==> src/rtl/instruction_fetch.sv <==
// Instruction fetch unit: generates the PC, drives a 1-cycle-latency
// instruction memory, and buffers returned words in a small FIFO so decode
// backpressure never loses or repeats an instruction. Redirects flush the
// buffer and squash the read that is in flight.
module instruction_fetch #(
    parameter logic [31:0] RESET_PC   = 32'h0000_0000,
    parameter int          FIFO_DEPTH = 2
) (
    input  logic        i_clk,
    input  logic        i_rst,
    output logic [31:0] o_imem_addr,
    output logic        o_imem_req,
    input  logic [31:0] i_imem_rdata,
    input  logic        i_redirect,
    input  logic [31:0] i_redirect_pc,
    output logic        o_instr_valid,
    output logic [31:0] o_instr,
    output logic [31:0] o_instr_pc,
    input  logic        i_instr_ready
);

    localparam int PW = (FIFO_DEPTH > 1) ? $clog2(FIFO_DEPTH) : 1;
    localparam int CW = PW + 1;

    // Fetch state
    logic [31:0]   fetchPc_q, fetchPc_d;
    logic          inflight_q, inflight_d;
    logic [31:0]   inflightPc_q, inflightPc_d;

    // Instruction buffer
    logic [31:0]   fifoInstr_q [FIFO_DEPTH];
    logic [31:0]   fifoPc_q    [FIFO_DEPTH];
    logic [PW-1:0] rdPtr_q, rdPtr_d;
    logic [PW-1:0] wrPtr_q, wrPtr_d;
    logic [CW-1:0] count_q, count_d;

    logic          pop;
    logic          push;
    logic          issue;
    logic [CW:0]   occupancy;
    logic [31:0]   redirectTarget;
    logic [1:0]    unusedRedirectLsbs;

    // The low two bits of a redirect target are forced to zero, so they are
    // intentionally left unread.
    assign unusedRedirectLsbs = i_redirect_pc[1:0];
    assign redirectTarget     = {i_redirect_pc[31:2], 2'b00};

    assign pop  = (count_q != '0) && i_instr_ready;
    assign push = inflight_q && !i_redirect;

    // Slots already claimed (buffered plus in flight) minus the one leaving
    // this cycle; a new read is only issued if its data is guaranteed a slot.
    assign occupancy = {1'b0, count_q} + {{CW{1'b0}}, inflight_q} - {{CW{1'b0}}, pop};
    assign issue     = occupancy < (CW+1)'(FIFO_DEPTH);

    // Next-state logic: a redirect overrides normal issue/push/pop and its
    // target is presented to memory in the same cycle.
    always_comb begin
        o_imem_req   = 1'b0;
        o_imem_addr  = fetchPc_q;
        fetchPc_d    = fetchPc_q;
        inflight_d   = 1'b0;
        inflightPc_d = inflightPc_q;
        rdPtr_d      = rdPtr_q;
        wrPtr_d      = wrPtr_q;
        count_d      = count_q;
        if (i_redirect) begin
            o_imem_req   = 1'b1;
            o_imem_addr  = redirectTarget;
            inflight_d   = 1'b1;
            inflightPc_d = redirectTarget;
            fetchPc_d    = redirectTarget + 32'd4;
            rdPtr_d      = '0;
            wrPtr_d      = '0;
            count_d      = '0;
        end else begin
            if (issue) begin
                o_imem_req   = 1'b1;
                inflight_d   = 1'b1;
                inflightPc_d = fetchPc_q;
                fetchPc_d    = fetchPc_q + 32'd4;
            end
            if (push) begin
                wrPtr_d = wrPtr_q + PW'(1);
            end
            if (pop) begin
                rdPtr_d = rdPtr_q + PW'(1);
            end
            count_d = count_q + CW'(push) - CW'(pop);
        end
        if (i_rst) begin
            o_imem_req = 1'b0;
        end
    end

    // State registers and buffer storage, synchronous reset clears everything
    // so the head reads as zero until the first instruction arrives.
    always_ff @(posedge i_clk) begin
        if (i_rst) begin
            fetchPc_q    <= RESET_PC;
            inflight_q   <= 1'b0;
            inflightPc_q <= '0;
            rdPtr_q      <= '0;
            wrPtr_q      <= '0;
            count_q      <= '0;
            for (int i = 0; i < FIFO_DEPTH; i++) begin
                fifoInstr_q[i] <= '0;
                fifoPc_q[i]    <= '0;
            end
        end else begin
            fetchPc_q    <= fetchPc_d;
            inflight_q   <= inflight_d;
            inflightPc_q <= inflightPc_d;
            rdPtr_q      <= rdPtr_d;
            wrPtr_q      <= wrPtr_d;
            count_q      <= count_d;
            if (push) begin
                fifoInstr_q[wrPtr_q] <= i_imem_rdata;
                fifoPc_q[wrPtr_q]    <= inflightPc_q;
            end
        end
    end

    assign o_instr_valid = (count_q != '0);
    assign o_instr       = fifoInstr_q[rdPtr_q];
    assign o_instr_pc    = fifoPc_q[rdPtr_q];

endmodule
==> config.mk <==
export PLATFORM = sky130hd
export DESIGN_NAME = instruction_fetch
export DESIGN_NICKNAME = d
export VERILOG_FILES = /design/src/rtl/instruction_fetch.sv
export SDC_FILE = /design/constraint.sdc
export NUM_CORES = 1
export LEC_CHECK = 0
export ABC_AREA = 0
export CAP_MARGIN = 40
export CELL_PAD_IN_SITES_DETAIL_PLACEMENT = 1
export CELL_PAD_IN_SITES_GLOBAL_PLACEMENT = 1
export CORE_MARGIN = 4
export CORE_UTILIZATION = 41
export CTS_CLUSTER_DIAMETER = 50
export CTS_CLUSTER_SIZE = 16
export DETAILED_ROUTE_END_ITERATION = 16
export PLACE_DENSITY = 0.77
export SKIP_CTS_REPAIR_TIMING = 1
export SLEW_MARGIN = 20
export SYNTH_ARGS = -nofsm -noshare
export SYNTH_HDL_FRONTEND = slang
export SYNTH_SLANG_ARGS = --single-unit
==> constraint.sdc <==
create_clock -name i_clk -period 7.25 [get_ports i_clk]
set_input_delay 0.725 -clock i_clk [delete_from_list [all_inputs] [get_ports i_clk]]
set_output_delay 0.725 -clock i_clk [all_outputs]
set_load 0.02 [all_outputs]
==> impl_metrics.py <==
metrics = {
    "routing": {
        "drtIter0Drc": 319,
        "via_per_inst": 5.27,
        "dr.pass1.iters": 5,
        "ant_nets": 0,
        "totalWireLength_um": 22700,
        "drc": 0,
        "wl_per_cell_um": 18.7,
        "vias": 6405,
    },
    "synthesis": {
        "synthSimpleGateAreaFrac_pct": 19.0,
        "avgSynthCellArea_um2": 11.4,
        "yosysTopAreaCell": "edfxtp_1",
        "yosysMostFrequentCell": "and2_1",
        "async_reset_ff_share_pct": 0,
        "synthXorXnorAreaFrac_pct": 1.57,
        "synth_top_family_by_area": "simple AND/OR/NAND/NOR gates",
        "ys_types": 58,
        "synth-adder-area-share_pct": 0.504,
        "yosys-top-cells-area": "edfxtp_1, dfxtp_1, mux2_2",
        "ys.flop_type": "edfxtp_1",
        "synth_compound_area_share_pct": 7.30,
        "synth_top_area_share_pct": 41.7,
        "synth_common_cells": "and2_1, edfxtp_1, mux2_2",
        "synth_mux_area_share_pct": 11.4,
        "ys_seq_area_share_pct": 56.5,
        "ys_seq_elements": 190,
        "synth_cells": 783,
        "synth_edf_count": 124,
        "syn_area_mm2": 0.00893,
        "ys_warn_count": 0,
    },
    "sta": {
        "finalSetupTns_ps": 0,
        "worst_pin_slew_ps": 814,
        "fmax_mhz": 234,
        "post-route-period-util_pct": 59.1,
        "slew_violations": 0,
        "fin_skew_ps": 15.7,
        "setup_viol": 0,
        "post-route-min-period_ps": 4280,
        "rsz0062_at_grt": "no",
        "finalWorstSetupSlack_ps": 2970,
        "hold_viol_final": 0,
        "slew_headroom_pct": 45.7,
    },
    "placement": {
        "dpl_cell_area_mm2": 0.0108,
        "gp_congestion": 0.782,
        "dp_slack_ps": 2980,
        "place_hpwl_um": 15300,
        "port_buffers": 159,
    },
    "global_route": {
        "grt_overflow": 0,
        "grt_max_degree": 73,
        "grt_use_total_pct": 18.8,
        "grt_antenna_before_repair": 0,
        "grt_pass1_vias": 6713,
        "grt_pass1_wl_um": 36000,
    },
    "critical_path": {
        "crit_arrival_ps": 3560,
        "critPathMaxFanout": 11,
        "critical_path_required_ps": 6520,
        "worstSetupEndpointType": "primary output",
        "start_kind": "input pin",
        "crit_type": "in -> out",
    },
    "clock_tree": {
        "clockBufferDepth": 2,
        "cts_made_buffers": 17,
        "clock-sinks": 190,
        "cts_tree": "built",
        "htree_levels": 4,
        "clk_latency_ps": 420,
        "clk_pin_slew_worst_paths_ps": 70,
        "root_buffer": "clkbuf_16",
    },
    "power": {
        "p_leak_uw": 0.00438,
        "ir_worst_vdd_uv": 150,
        "powerDensity_mw_per_mm2": 225,
        "power_uw": 2580,
    },
    "final_layout": {
        "design_area_mm2": 0.0114,
        "layout.nets": 998,
        "multi_input_area_mm2": 0.00361,
        "area_growth_pct": 28.0,
        "fillers": 2273,
        "antenna_cells": 0,
        "layout.area.seq_mm2": 0.00505,
        "layout-drive-gt1-share_pct": 13.9,
    },
    "floorplan": {
        "die-area_mm2": 0.0242,
        "start_util_pct": 42.1,
        "core-area_mm2": 0.0212,
        "fp-row-count": 53,
        "dieWidth_um": 156,
        "num_io_pins": 166,
        "fp.dieH_um": 156,
    },
    "job": {
        "cap_violations": 0,
    },
    "hold_path": {
        "hold_class": "reg -> reg",
    },
    "status": {
        "outcome": "finished, final reports clean",
    },
}
final cells by class:
class | instances | area share (%)
clock buffers | 17 | 3.72
clock inverters | 15 | 1.38
inverters | 26 | 0.854
multi-input cells | 517 | 31.6
flip-flops and latches | 190 | 44.1
well taps | 275 | 3.01
repair buffers | 175 | 15.3
final timing paths:
kind | startpoint | end | slack, ps | depth (start not counted)
max | i_instr_ready | o_imem_req | 2970 | 9
min | inflightPc_q[4]$_SDFFE_PP0P_ | inflightPc_q[4]$_SDFFE_PP0P_ | 470 | 2
max reg2reg | count_q[1]$_SDFF_PP0_ | fetchPc_q[21]$_SDFFE_PP0P_ | 4250 | 9
min reg2reg | inflightPc_q[4]$_SDFFE_PP0P_ | inflightPc_q[4]$_SDFFE_PP0P_ | 470 | 2
cells in the final DEF, fill, tap and decap left out, types with 4 or more instances in the layout:
master             n
buf_4             12
or4_1              4
inv_1             24
conb_1             4
clkinvlp_4         4
a311o_1            4
clkdlybuf4s50_1  157
a211oi_1          27
nand2_1           41
nand4b_1           5
nor3_1            17
nand4_1           11
nor4_1             5
mux2_2            70
inv_6              5
mux2i_1           23
and2_1           125
nand3_1           32
xnor2_1           13
a21oi_1           16
dfxtp_1           65
and3_1             7
clkbuf_16         17
edfxtp_1         124
o31ai_1            7
o21ai_0           10
nor2_1            45
state kept, by name, indices dropped and copies added, names as in the netlist, named ones only:
signal and flops:
count_q 2, fetchPc_q 30, fifoInstr_q 64, fifoPc_q 60
inflightPc_q 30, inflight_q 1, rdPtr_q 1, wrPtr_q 1
through the flow:
stage | utilization, % | cells | hold slack, ps
2_1_floorplan | - | 786 | 425
3_3_place_gp | 50.7 | 1177 | 444
3_5_place_dp | 50.8 | 1180 | 456
4_1_cts | 53.6 | 1212 | 470
5_1_grt | 53.9 | 1215 | 504
6_report | 53.9 | 1215 | 467
critical path, cell delays in order:
cell and delay, ps:
clkdlybuf4s50_1 460, nand3b_1 160, a21boi_0 130, fa_1 400, xor2_1 190, a21o_2 240
nand2_1 230, clkinv_1 370, clkdlybuf4s50_1 650
where the power goes:
group          switching (µW)  leakage [µW]  internal (µW)
combinational             215       0.00226            179
sequential               33.0       0.00185           1220
clock                     413      0.000277            513
metal layers:
metal / global-route usage (%) / wire length [µm] / up-vias
met3: 3.05 / 1130 / 13
met1: 25.9 / 10400 / 3131
met5: 0 / 0 / -
met4: 4.96 / 227 / 0
li1: - / - / 3102
met2: 31.2 / 11000 / 159
cell families (layout without fill, tap and decap cells):
family,after synthesis,in the layout
AOI/OAI and AO/OA,93,93
xor gates and xnor gates,16,16
adders and majority gates,3,3
buffers and inverters,79,233
DFF,190,190
muxes,93,93
other,1,4
and+or+nand+nor,308,308
No activity file was read; power rests on OpenSTA's default activity.
==> variant 1, RTL diff (same flow settings) <==
Change the parameter `FIFO_DEPTH` from 2 to 4.
--- a/src/rtl/instruction_fetch.sv
+++ b/src/rtl/instruction_fetch.sv
@@ -4,7 +4,7 @@
 // buffer and squash the read that is in flight.
 module instruction_fetch #(
     parameter logic [31:0] RESET_PC   = 32'h0000_0000,
-    parameter int          FIFO_DEPTH = 2
+    parameter int          FIFO_DEPTH = 4
 ) (
     input  logic        i_clk,
     input  logic        i_rst,
Check against the original RTL: not equivalent (a bounded check fails within 4 cycles, from zero or initial values and one cycle with i_rst high).
==> variant 1 against the unedited design <==
  * Synthesized area increased by 60%
  * Routed wire length grew 66%
  * Sequential cell count grew 128
  * Non-clock buffer count increased by 3
  * Clock power up 94%
  * Worst setup slack lost 0.75 ns
  * Final area grew 54%
  * Power increased by 74%
  * Critical endpoint unchanged
==> variant 1: results <==
INSERT INTO impl_metrics (metric_group, metric, value, unit) VALUES
('run_status', 'run_status', 'completed', ''),
('clock_tree', 'max_root_sink_buffers', '3', ''),
('setup_path', 'worstPathMaxFanout', '36', ''),
('pwr', 'cellLeakagePower', '0.006671', 'µW'),
('route', 'number_of_iterations_in_the_first_detailed_routing_pass', '4', ''),
('grt', 'grt_pass1_vias', '10330', ''),
('grt', 'global_route.usage.total', '19.85', '%'),
('clock_tree', 'htreeDepth', '2', ''),
('logic_synthesis', 'synthTopCellsByCount', 'edfxtp_1, nor2_1, nand2_1', ''),
('logic_synthesis', 'number_of_synthesized_flops_with_an_enable_pin', '248', ''),
('logic_synthesis', 'synth_cell_type_count', '63', ''),
('route', 'detail_route.iter0.violations', '615', ''),
('route', 'routed_via_density', '5.448', ''),
('placement', 'placedInstanceArea', '0.01638', 'mm²'),
('clock_tree', 'insertion_delay', '0.52', 'ns'),
('layout', 'largest_registers', 'fifoInstr_q x128, fifoPc_q x120', ''),
('clock_tree', 'cts_made_buffers', '35', ''),
('pwr', 'power.ir.vdd_worst', '0.0001479', 'V'),
('placement', 'globalplace.congestion', '0.8370', ''),
('layout', 'final_net_count', '1346', ''),
('grt', 'grt_max_degree', '72', ''),
('layout', 'layout-drive-gt1-share', '13.27', '%'),
('timing', 'finalClockSkew', '0.02399', 'ns'),
('grt', 'grt_pass1_wl', '59.51', 'mm'),
('route', 'routed_wl', '37.74', 'mm');
[variant 1: cell type report]
| class | count | area, µm² |
|---|---|---|
| Clock buffer | 42 | 975.9 |
| Multi-Input combinational cell | 653 | 4838 |
| Sequential cell | 318 | 8856 |
| Clock inverter | 20 | 200.2 |
| Fill cell | 3471 | 16840 |
| Inverter | 85 | 319.1 |
| Tap cell | 455 | 569.3 |
| Timing Repair Buffer | 178 | 1857 |
[variant 1: worst max-delay path, stage by stage, from the launching register on]
cell and delay (ns):
dfxtp_1 0.34, or3_1 0.40, and2_1 0.25, ha_1 0.21
inv_1 0.05, ha_1 0.21, and3b_1 0.17, nor4_1 0.46
nor3_2 0.07, buf_4 0.29, nor2_1 0.60, clkdlybuf4s50_1 0.74
[variant 1: kinds of logic (layout without fill, tap and decap cells)]
logic type,count (synthesis),after routing,synth area share [%]
other,1,4,0.02626
and+or+nand+nor,433,433,14.55
muxes,90,90,11.87
adders and majority gates,7,7,0.6660
AOI/OAI and AO/OA,102,102,5.284
DFF,318,318,61.97
buffers and inverters,162,325,4.583
xor gates and xnor gates,17,17,1.043
[variant 1: worst paths after layout]
path,start,endpoint,slack (ns),cells past startpoint
max,count_q[2]$_SDFF_PP0_,o_imem_req,2.22,11
min,fetchPc_q[16]$_SDFFE_PP0P_,fetchPc_q[16]$_SDFFE_PP0P_,0.47,2
min reg2reg,fetchPc_q[16]$_SDFFE_PP0P_,fetchPc_q[16]$_SDFFE_PP0P_,0.47,2
max reg2reg,count_q[2]$_SDFF_PP0_,fetchPc_q[17]$_SDFFE_PP0P_,3.59,12
[variant 1: metal layers]
| layer | vias up | track usage (%) | part of all wire, % |
|---|---|---|---|
| met5 | - | 0 | 0 |
| li1 | 4370 | - | - |
| met4 | 0 | 3.776 | 1.4 |
| met3 | 40 | 3.536 | 5.7 |
| met1 | 4861 | 26.70 | 44 |
| met2 | 268 | 34.26 | 49 |
[variant 1: report_power, final]
part / leakage, µW / switching [µW] / total [µW] / internal [µW]
sequential: 0.00315 / 64.9 / 2140 / 2080
clock: 0.000578 / 746 / 1800 / 1050
combinational: 0.00295 / 319 / 553 / 235
total: 0.00667 / 1130 / 4490 / 3360
[variant 1: metrics by stage]
step | cells | setup WS, ns | utilization, % | total power (µW)
2_1_floorplan | 1133 | 0.4416 | - | 2473
3_3_place_gp | 1681 | 2.294 | 47.15 | 2702
3_5_place_dp | 1686 | 2.260 | 47.53 | 2731
4_1_cts | 1748 | 2.213 | 50.94 | 4538
5_1_grt | 1751 | 1.968 | 51.12 | 4682
6_report | 1751 | 2.217 | 51.12 | 4492
==> variant 2, RTL diff (same settings) <==
Without the edit above. Make the reset (`i_rst`) asynchronous in one clocked block. Comments in the files are not updated.
--- a/src/rtl/instruction_fetch.sv
+++ b/src/rtl/instruction_fetch.sv
@@ -96,7 +96,7 @@
 
     // State registers and buffer storage, synchronous reset clears everything
     // so the head reads as zero until the first instruction arrives.
-    always_ff @(posedge i_clk) begin
+    always_ff @(posedge i_clk or posedge i_rst) begin
         if (i_rst) begin
             fetchPc_q    <= RESET_PC;
             inflight_q   <= 1'b0;
Formal check against the unedited RTL: differs if i_rst is asserted again (counterexample within 4 cycles, from zero or initial values and one cycle with i_rst high); with i_rst held inactive, the same outputs for 4 cycles.
==> variant 2 against the unedited design <==
  * Global-route usage shrank 0.21 points
  * First-iteration DRC count down 9.1%
  * Routed wire length fell by 1.2%
  * Core utilization decreased by 1.3 points
  * Sequential cell count fell by 1
  * Synthesized area up 1.6%
  * Worst setup slack better by 0.11 ns
  * Final area rose by 0.35%
Power is not compared: it rests on default switching activity, and its combinational part moved more than twofold at a synthesized area within 25%.
==> variant 2: results <==
INSERT INTO impl_metrics (metric_group, metric, value, unit) VALUES
('run_status', 'run_status', 'completed', ''),
('route', 'detail_route.iter0.violations', '290', ''),
('logic_synthesis', 'async_reset_ff_share', '100.0', '%'),
('grt', 'grt_use_met3', '3.982', '%'),
('grt', 'grt_pass1_wl', '36.31', 'mm'),
('route', 'via_count', '6297', ''),
('min_path', 'min-delay-start', 'fetchPc_q[28]$_DFFE_PP0P_', ''),
('route', 'number_of_iterations_in_the_first_detailed_routing_pass', '4', ''),
('logic_synthesis', 'post_synth_main_area_contributors', 'dfrtp_1, mux2_2, a21oi_1', ''),
('logic_synthesis', 'most_frequent_cell_after_synthesis', 'mux2_2', ''),
('timing', 'timing_worst_slew_pin_value', '0.8180', 'ns'),
('placement', 'globalplace.congestion', '0.7572', ''),
('setup_path', 'rrSetupSlack', '3.98', 'ns'),
('layout', 'layout-drive-gt1-share', '28.25', '%'),
('logic_synthesis', 'synthTopCellsByCount', 'mux2_2, dfrtp_1, nor2_1', ''),
('timing', 'finalClockSkew', '0.008304', 'ns'),
('layout', 'final_net_count', '958', ''),
('grt', 'grt_pass1_vias', '6786', ''),
('grt', 'grt_max_degree', '77', ''),
('setup_path', 'timing.reg2reg.worst_path_depth', '11', '');
-- variant 2: layer usage --
layer | up-vias | share of wire, %
li1 | 2914 | -
met1 | 3211 | 45
met2 | 149 | 48
met4 | 0 | 1.2
met5 | - | 0
met3 | 23 | 5.7
-- variant 2: final cells by class --
cell class / count / area share, %
clock inverters: 11 / 0.9597
repair buffers: 168 / 14.59
multi-input cells: 485 / 35.29
flip-flops and latches: 189 / 41.23
well taps: 280 / 3.053
clock buffers: 20 / 3.980
inverters: 26 / 0.8942
-- variant 2: logic make-up (layout without fill, tap and decap cells) --
| group | count (synthesis) | count (layout) | synth area share (%) |
|---|---|---|---|
| multiplexers | 217 | 217 | 26.64 |
| flip-flops | 189 | 189 | 52.12 |
| other | 1 | 4 | 0.04132 |
| buffers and inverters | 70 | 225 | 3.626 |
| adder cells (fa/ha/maj) | 3 | 3 | 0.4963 |
| AND/OR/NAND/NOR | 155 | 155 | 9.265 |
| XOR/XNOR | 18 | 18 | 1.737 |
| AO/OA/AOI/OAI | 88 | 88 | 6.080 |
-- variant 2: power groups by stage --
stage / logic, µW / clock network [µW] / registers [µW]
2_1_floorplan: 1740 / 0 / 1830
3_3_place_gp: 2560 / 0 / 1930
3_5_place_dp: 2630 / 0 / 1970
4_1_cts: 2640 / 942 / 1950
5_1_grt: 2820 / 990 / 2030
6_report: 2600 / 914 / 1950
-- variant 2: how the worst min path moves through the flow --
stage	to	slack, ns	depth (start not counted)
finish	fetchPc_q[28]$_DFFE_PP0P_	0.48	2
global route	fetchPc_q[9]$_DFFE_PP0P_	0.50	1
CTS	fetchPc_q[28]$_DFFE_PP0P_	0.49	2
detailed placement	fetchPc_q[9]$_DFFE_PP0P_	0.47	1
global placement	fetchPc_q[28]$_DFFE_PP0P_	0.46	2
floorplan	fetchPc_q[28]$_DFFE_PP0P_	0.44	2
-- variant 2: critical path: stages --
cell and delay, ns:
clkdlybuf4s50_1 0.52, nand2_1 0.07, nor2_1 0.18, o21ai_0 0.15, fa_1 0.40, xnor2_1 0.28
a21oi_4 0.08, buf_4 0.27, nor2_1 0.14, clkdlybuf4s50_1 0.63
-- variant 2: per-stage QoR --
| step | worst slack, ns | util [%] | instance area [µm²] | std cells | total power, µW |
|---|---|---|---|---|---|
| floorplan | 1.383 | - | 9086 | 744 | 3573 |
| global placement | 3.152 | 49.85 | 10880 | 1147 | 4489 |
| detailed placement | 3.031 | 49.85 | 10880 | 1147 | 4596 |
| CTS | 3.029 | 52.45 | 11450 | 1178 | 5540 |
| global route | 2.860 | 52.57 | 11470 | 1179 | 5837 |
| finish | 3.076 | 52.57 | 11470 | 1179 | 5464 |
